$ cat src/rtl/pipe_wb_stage.sv
// pipe_wb_stage: MEM->WB pipeline register with valid/ready handshake.
//
// A main register drives the WB outputs. A one-entry skid register catches
// the instruction accepted while WB is stalled, so in_ready can be a plain
// register with no combinational path from out_ready. Also provides the
// writeback result mux and a retired-instruction counter.
//
// Ports:
//   CLK, RST            clock; synchronous active-high reset
//   flush               drop every held entry, ignore this cycle's input
//   in_valid/in_ready   MEM-side handshake (in_ready = skid entry empty)
//   RFWEM, MtoRFSelM    MEM-stage RF write enable and result select
//   mem_read, ALU_outM  MEM-stage memory data and ALU result
//   RtDM                MEM-stage destination register
//   out_valid/out_ready WB-side handshake
//   RFWEW, MtoRFSelW    registered write enable (0 on bubbles) and select
//   DMoutW, ALU_outW    registered memory data and ALU result
//   RtDW                registered destination register
//   WB_data             MtoRFSelW ? DMoutW : ALU_outW
//   retire_cnt          output handshakes, wraps modulo 2^CNT_W
module pipe_wb_stage #(
  parameter int unsigned DATA_W = 32,
  parameter int unsigned REG_AW = 5,
  parameter int unsigned CNT_W  = 32
) (
  input  logic              CLK,
  input  logic              RST,
  input  logic              flush,
  input  logic              in_valid,
  output logic              in_ready,
  input  logic              RFWEM,
  input  logic              MtoRFSelM,
  input  logic [DATA_W-1:0] mem_read,
  input  logic [DATA_W-1:0] ALU_outM,
  input  logic [REG_AW-1:0] RtDM,
  output logic              out_valid,
  input  logic              out_ready,
  output logic              RFWEW,
  output logic              MtoRFSelW,
  output logic [DATA_W-1:0] DMoutW,
  output logic [DATA_W-1:0] ALU_outW,
  output logic [REG_AW-1:0] RtDW,
  output logic [DATA_W-1:0] WB_data,
  output logic [CNT_W-1:0]  retire_cnt
);

  typedef struct packed {
    logic              rfwe;
    logic              sel;
    logic [DATA_W-1:0] dm;
    logic [DATA_W-1:0] alu;
    logic [REG_AW-1:0] rt;
  } entry_t;

  entry_t             in_entry;
  entry_t             main_d, main_q;
  entry_t             skid_d, skid_q;
  logic               out_valid_d, out_valid_q;
  logic               skid_valid_d, skid_valid_q;
  logic [CNT_W-1:0]   cnt_d, cnt_q;
  logic               acc_in, acc_out, main_load;

  assign in_entry = '{rfwe: RFWEM, sel: MtoRFSelM, dm: mem_read, alu: ALU_outM, rt: RtDM};

  assign acc_in    = in_valid & ~skid_valid_q & ~flush;
  assign acc_out   = out_valid_q & out_ready;
  assign main_load = ~out_valid_q | out_ready;

  always_comb begin
    main_d       = main_q;
    skid_d       = skid_q;
    out_valid_d  = out_valid_q;
    skid_valid_d = skid_valid_q;
    // A handshake seen by the consumer counts even in a flush cycle.
    cnt_d        = cnt_q + CNT_W'(acc_out);

    if (flush) begin
      out_valid_d  = 1'b0;
      main_d.rfwe  = 1'b0;
      skid_valid_d = 1'b0;
    end else if (main_load) begin
      if (skid_valid_q) begin
        // in_ready is low while skid is full, so no input arrives here.
        main_d       = skid_q;
        out_valid_d  = 1'b1;
        skid_valid_d = 1'b0;
      end else if (acc_in) begin
        main_d      = in_entry;
        out_valid_d = 1'b1;
      end else begin
        // Bubble: the write enable must never outlive the valid bit.
        out_valid_d = 1'b0;
        main_d.rfwe = 1'b0;
      end
    end else if (acc_in) begin
      skid_d       = in_entry;
      skid_valid_d = 1'b1;
    end
  end

  always_ff @(posedge CLK) begin
    if (RST) begin
      main_q       <= '0;
      skid_q       <= '0;
      out_valid_q  <= 1'b0;
      skid_valid_q <= 1'b0;
      cnt_q        <= '0;
    end else begin
      main_q       <= main_d;
      skid_q       <= skid_d;
      out_valid_q  <= out_valid_d;
      skid_valid_q <= skid_valid_d;
      cnt_q        <= cnt_d;
    end
  end

  assign in_ready   = ~skid_valid_q;
  assign out_valid  = out_valid_q;
  assign RFWEW      = main_q.rfwe;
  assign MtoRFSelW  = main_q.sel;
  assign DMoutW     = main_q.dm;
  assign ALU_outW   = main_q.alu;
  assign RtDW       = main_q.rt;
  assign WB_data    = main_q.sel ? main_q.dm : main_q.alu;
  assign retire_cnt = cnt_q;

endmodule
$ cat config.mk
export PLATFORM = sky130hd
export DESIGN_NAME = pipe_wb_stage
export DESIGN_NICKNAME = d
export VERILOG_FILES = /design/src/rtl/pipe_wb_stage.sv
export SDC_FILE = /design/constraint.sdc
export NUM_CORES = 1
export LEC_CHECK = 0
export ABC_AREA = 1
export BUFFER_PORTS_ARGS = -buffer_cell sky130_fd_sc_hd__buf_2
export CAP_MARGIN = 15
export CORE_MARGIN = 2
export CORE_UTILIZATION = 43
export DETAILED_ROUTE_END_ITERATION = 7
export PLACE_DENSITY = 0.7
export SLEW_MARGIN = 20
export SYNTH_ARGS = -nofsm -noshare
export SYNTH_HDL_FRONTEND = slang
export SYNTH_SLANG_ARGS = --single-unit
$ cat constraint.sdc
create_clock -name CLK -period 2.03 [get_ports CLK]
set_input_delay 0.406 -clock CLK [delete_from_list [all_inputs] [get_ports CLK]]
set_output_delay 0.406 -clock CLK [all_outputs]
set_load 0.01 [all_outputs]
# Word-level counts from Yosys, hierarchy flattened
# Cells that the tools add are included.
[word_totals] output_inout_bits=137 ff_bits=176 wordCells=33 inputBits=76
[op_classes] add_sub_neg=1 reduce_logical=5 bitwise=8 n_mux=6
[op_table] op="$mux 71" count=1
[op_table] op="$mux 70" count=1
[op_table] op="$add 32x1->32" count=1
[op_table] op="$mux 32" count=1
[op_table] op="$reduce_and 3->1" count=2
[op_table] op="$not 1->1" count=4
[op_table] op="$and 1x1->1" count=3
[op_table] op="$mux 1" count=3
[op_table] op="$reduce_or 3->1" count=1
[op_table] op="$reduce_bool 2->1" count=1
[op_table] op="$reduce_or 2->1" count=1
[op_table] op="$or 1x1->1" count=1

# Logic depth before layout (Yosys ltp)
# Gate-level depths: netlist (run 1).
[logic_depth] word_depth=5 depth_mapped=11

# Worst setup path after synthesis (run 1)
# OpenSTA, ideal clock, no wires.
[synth_timing] path_kind="input port to flip-flop" start="input port out_ready" end="register cnt_q[12] (netlist: retire_cnt[12])" path_stages=10 n_path_buf=0 arrival_ns=1.620 path_slack_ns=0.295 setup_ns=0.115 path_cell_list="nand2_1 -> inv_1 -> ha_1 -> ha_1 -> nand2_1 -> nor2_1 -> nand2_1 -> nor2_2 -> or2_2 -> and2_1"
[synth_via] elab_chain_len=2
[synth_lines] item="from (decl)" line="37" rtl="input logic out_ready,"
[synth_lines] item="$and 1x1->1" line="66" rtl="assign acc_out = out_valid_q & out_ready;"
[synth_lines] item="$add 32x1->32" line="75" rtl="cnt_d = cnt_q + CNT_W'(acc_out);"
[synth_lines] item="to (signal assigned)" line="113" rtl="cnt_q <= cnt_d;"
[synth_lines] item="to (decl)" line="60" rtl="logic [CNT_W-1:0] cnt_d, cnt_q;"
# No other way between the ends.
# A chain may end at the register's enable or synchronous reset.

# Final worst setup path (run 1)
[layout_timing] start="register main_q (netlist bit MtoRFSelW)" end="output port WB_data[19]"
[layout_via] elab_chain_len=1
[layout_lines] item="from (decl)" line="56" rtl="entry_t main_d, main_q;"
[layout_lines] item="from (signal assigned)" line="109" rtl="main_q <= main_d;"
[layout_lines] item="$mux 32" line="124" rtl="assign WB_data = main_q.sel ? main_q.dm : main_q.alu;"
[layout_lines] item="to (decl)" line="43" rtl="output logic [DATA_W-1:0] WB_data,"
# No other way between the ends.

==> out/metrics.cfg, run 1 <==
[worst_hold_path]
min_path_type=primary input to register

[synth]
synth_seq_area_share_pct=44.8
synth-adder-area-share_pct=0.477
synth_cell_types=32
synth_area_um2=7870
syn_inst=1119
synth_top_family_by_area=simple AND/OR/NAND/NOR gates
ys_seq_elements=176
synth.net_count=1198
synth_compound_area_share_pct=13.9
yosys_warnings=0
synth-xor-area-share_pct=0.557
synth-simple-area-share_pct=28.6
muxShareOfSynthArea_pct=4.58
avgSynthCellArea_um2=7.03

[critical_path]
cp_data_arrival_time_ns=1.56
worstPathRequired_ns=1.62
end_kind=primary output
startpoint_type=register
crit_fanout=12
path_class=register to primary output

[cells_and_area]
layout-drive-gt1-share_pct=23.6
fillers=1795
antenna_cells=0
nets=1379
area_growth_pct=22.8

[detailed_routing]
drt_iter0_drc=570
drc=0
drt_first_pass_iters=5
vias_per_cell=4.97
routed_wl_mm=21.8
final_antenna_net_count=0
routedWlPerCell_um=14.1
vias=7668

[power]
vdd_drop_max_mv=0.588
power.switching_mw=1.86
p_leak_nw=4.55
p_sw_share_pct=25.0
p_int_mw=5.61
seq_power_share_pct=48.5
p_clk_share_pct=42.4
power_density_nw_per_um2=774
pwr-share-comb_pct=9.1

[place]
gp_congestion=0.915
post-dp-hpwl_mm=15.2
place.port_buffers=212

[clock_tree]
cts_sinks=176
insertion_delay_ns=0.43
cts_htree_levels=4
cts_tree=done
cts_hold_buf=0
clock_path_buffers=2
cts_inserted_buffers=17
cts_root_buffer=clkbuf_16
clkSlewWorstSetupHoldPaths_ns=0.07

[die]
initial_core_util_pct=43.8
die_w_um=139
ioPinCount=213
die-area_um2=19400
fp.coreArea_um2=18000
chipHeight_um=139
rows=49

[global_route]
grt_pass1_vias=6791
grt_usage_pct=22.4
grt_max_degree=97
antenna_found_initial=1
grt-ovfl-total=0
grt_pass1_wl_mm=35.2

[timing]
tightestPinTransition_ns=0.913
hold_slack_ns=0.174
relSlewSlack_pct=39.1
setup_tns_ns=0
slew_violations=0
rsz0062_at_grt=no
finalHoldViolCount=0
setup_violations=0
fmaxAchievable_mhz=508
fin_crit_sh_pct=97.0
clock_skew_ns=0.00915
final.min_clock_period_ns=1.97

[run_status]
status=finished, final reports clean

[run]
maxCapViolations=0

[registers in the layout, summed over array words and instances, names as in the netlist]
register / cells
ALU_outW: 32
skid_q: 71
RFWEW: 1
DMoutW: 32
out_valid: 1
retire_cnt: 32
MtoRFSelW: 1
skid_valid_q: 1
RtDW: 5
[cells by family (layout without fill, tap and decap cells)]
| kind of cell | Yosys count | in the layout |
|---|---|---|
| buf+inv | 115 | 309 |
| simple gates | 572 | 572 |
| compound gates | 216 | 216 |
| flops | 176 | 176 |
| mux | 32 | 32 |
| xor+xnor | 5 | 5 |
| fa+ha+maj | 3 | 3 |
[routing by layer]
metal / global-route usage [%] / vias up / share of wire [%]
met1: 29.3 / 3448 / 44
met3: 6.19 / 31 / 7.3
met5: 0 / - / 0.050
li1: - / 3925 / -
met2: 35.8 / 262 / 46
met4: 7.34 / 2 / 2.0
[critical path, stage by stage (launching register included)]
cell and delay, ns:
dfxtp_4 0.47, buf_12 0.18, mux2_2 0.33, buf_2 0.15
[final timing paths]
check / startpoint / endpoint / slack (ns) / cells past startpoint
worst max-delay path: MtoRFSelW / WB_data[19] / 0.06 / 3
worst min-delay path: flush / skid_valid_q / 0.17 / 2
worst max register to register: out_valid / retire_cnt[12] / 0.24 / 10
worst min register to register: skid_q[70] / skid_q[70] / 0.46 / 2
[power groups by stage]
stage | clock (mW) | combinational (mW) | sequential [mW]
6_report | 3.17 | 0.677 | 3.63
5_1_grt | 3.37 | 0.765 | 3.63
4_1_cts | 3.23 | 0.683 | 3.63
3_5_place_dp | 0 | 0.680 | 3.70
3_3_place_gp | 0 | 0.675 | 3.70
2_1_floorplan | 0 | 0.363 | 3.71
[cell type report]
class / instances / area [um2] / area share (%)
multi-input combinational: 828 / 3790 / 39.2
sequential: 176 / 3530 / 36.6
timing repair buffer: 229 / 1300 / 13.5
clock buffer: 20 / 458 / 4.74
tap: 229 / 287 / 2.97
inverter: 48 / 186 / 1.93
clock inverter: 12 / 108 / 1.11
[timing repair]
item                       CTS  global route
setup endpoints to repair   24             4
resized for setup            1             2
hold endpoints to repair     0             0
buffers inserted             0             0
[synthesized netlist by cell type]
library cell	instances	area, um2
nand2_1	235	882
a21oi_1	43	215
nor2_1	305	1140
and2_1	4	25.0
buf_2	32	160
nor2_2	2	12.5
nand2_2	2	12.5
o21ai_0	164	821
a21boi_0	1	7.51
ha_1	3	37.5
nand4_1	1	6.26
a31oi_1	1	6.26
a21o_1	1	7.51
inv_1	44	165
mux2_2	32	360
o21a_1	1	7.51
or2_2	2	12.5
nand3_4	2	35.0
nor4_1	1	6.26
xor2_1	4	35.0
buf_6	10	113
nand3_1	14	70.1
o21ai_1	5	25.0
clkbuf_1	21	78.8
inv_2	2	7.51
nor2_4	3	33.8
inv_4	2	12.5
clkbuf_2	1	5.00
xnor2_1	1	8.76
nand3b_1	1	7.51
dfxtp_1	176	3520
buf_4	3	22.5
[placed cells by master (no fill, tap or decap), drive strengths merged]
| cell | n |
|---|---|
| xor2 | 4 |
| nand4 | 1 |
| a21o | 1 |
| dfxtp | 176 |
| clkinv | 7 |
| o21ai | 169 |
| mux2 | 32 |
| nand2 | 237 |
| ha | 3 |
| nand3 | 16 |
| nand3b | 1 |
| bufinv | 1 |
| and2 | 4 |
| a31oi | 1 |
| a21boi | 1 |
| clkinvlp | 3 |
| or2 | 2 |
| a21oi | 43 |
| nor2 | 310 |
| nor4 | 1 |
| buf | 229 |
| clkbuf | 20 |
| xnor2 | 1 |
| o21a | 1 |
| inv | 49 |
[metrics by stage]
step	cell area (um2)	power (mW)	util (%)	setup slack, ns	cells
floorplan	7870	4.07	-	0.295	1119
global placement	9080	4.38	50.6	0.0821	1510
detailed placement	9080	4.38	50.6	0.0339	1510
CTS	9650	7.54	53.7	0.0360	1542
global route	9660	7.77	53.8	0.0104	1542
finish	9660	7.47	53.8	0.0600	1542
Note: power is estimated with default switching activity, not from simulation.
==> run 2, diff against run 1 <==
- REMOVE_ABC_BUFFERS: default -> 1
==> out/metrics.cfg, run 2 (synthesis results as in run 1) <==
[global_route]
grt_pass1_wl_mm=34.2
grt_pass1_vias=6806
grt_usage_pct=21.2
grt_max_degree=97
grt-ovfl-total=0
antenna_found_initial=5

[place]
place.port_buffers=212
gp_congestion=0.874
post-dp-hpwl_mm=13.8
placed_cells=1511
placed_area_um2=9100
post-place-ws_ns=0.0493

[die]
chipHeight_um=139
rows=49
initial_core_util_pct=43.8
fp.coreArea_um2=18000
ioPinCount=213
die_w_um=139
die-area_um2=19400

[detailed_routing]
drc=0
vias=7569
routedWlPerCell_um=13.3
vias_per_cell=4.90
routed_wl_mm=20.6
drt_iter0_drc=396
final_antenna_net_count=0
drt_first_pass_iters=5

[timing]
setup_violations=0
tightestPinTransition_ns=0.444
fin_ws_ns=0.0641
fmaxAchievable_mhz=509
rsz0062_at_grt=no
finalHoldViolCount=0
slew_violations=0
clock_skew_ns=0.0136
fin_crit_sh_pct=96.8
relSlewSlack_pct=70.4
final.min_clock_period_ns=1.97

[cells_and_area]
regMostFlops=skid_q
nets=1380
regArea_um2=3530
layout_common_cells=304 x nor2_1, 234 x nand2_1, 212 x buf_2
multi_input_area_um2=3790
final_common_cell=nor2_1
fillers=1717
layout-drive-gt1-share_pct=23.9
fin_util_pct=54.1
area_growth_pct=23.5
final_cells=1545
post-route-cell-area_um2=9710
largest_reg_flops=71

[clock_tree]
insertion_delay_ns=0.43
cts_tree=done
cts_hold_buf=0
cts_setup_buffers=0
cts_sinks=176
cts_inserted_buffers=17
clkSlewWorstSetupHoldPaths_ns=0.07
cts_root_buffer=clkbuf_16
cts_htree_levels=4
clock_path_buffers=2

[critical_path]
path_class=register to primary output
end_kind=primary output
cp_data_arrival_time_ns=1.56
max_stage_delay_ns=0.42
crit_fanout=24
cpMaxStageDelayCell=dfxtp_4
path_delay_family=flip-flops
crit_chain=buf_12 -> mux2_2 -> buf_2
worstPathRequired_ns=1.62
startpoint_type=register
cp_num_buf_inv=2

[worst_hold_path]
min_path_type=primary input to register

[run]
maxCapViolations=0

[run_status]
status=finished, final reports clean

[power]
p_leak_nw=4.57
vdd_drop_max_mv=0.603
power_density_nw_per_um2=781
total_power_mw=7.59

-- run 2: cell types whose count changed in the layout (fill, tap and decap cells not counted), moves of 2 or more --
cell / before / now
clkinv_2: 5 / 2
clkbuf_1: 2 / 0
clkinvlp_4: 3 / 5
diode_2: 0 / 2
-- run 2: timing repair --
action                                  CTS  global route
gates resized for setup                   1             3
endpoints found under the setup margin   23             5
gates cloned                              0             0
-- run 2: final timing paths --
path / start / to / slack [ns] / cells after the start
hold / removal: flush / skid_valid_q / 0.16 / 2
setup reg to reg: out_valid / retire_cnt[20] / 0.29 / 11
hold reg to reg: skid_q[70] / skid_q[70] / 0.47 / 2
setup / recovery: MtoRFSelW / WB_data[31] / 0.06 / 3
-- run 2: per-layer routing --
metal	global-route usage [%]	wire length (um)	up-vias
met3	6.71	1710	19
met5	0	22	-
met4	5.16	221	4
met2	34.0	9190	222
met1	28.0	9450	3410
li1	-	-	3914
-- run 2: power breakdown --
part / internal (mW) / total (mW) / switching (mW) / leakage (nW)
clock: 1.86 / 3.31 / 1.45 / 0.276
sequential: 3.54 / 3.61 / 0.0691 / 1.43
combinational: 0.301 / 0.672 / 0.372 / 2.87
total: 5.70 / 7.59 / 1.89 / 4.57
-- run 2: per-stage QoR --
stage / TNS (ns) / hold WS [ns]
after floorplan: -212.12 / 0.435
after global placement: 0 / 0.450
after detailed placement: 0 / 0.458
after CTS: 0 / 0.157
after global routing: 0 / 0.177
final: 0 / 0.164
-- run 2: cell type report --
cell class / instances / area share, %
Clock buffer: 18 / 4.52
Tap cell: 229 / 2.95
Multi-Input combinational cell: 828 / 39.0
Antenna cell: 2 / 0.0515
Timing Repair Buffer: 230 / 13.6
Inverter: 48 / 1.92
Clock inverter: 14 / 1.60
Sequential cell: 176 / 36.3
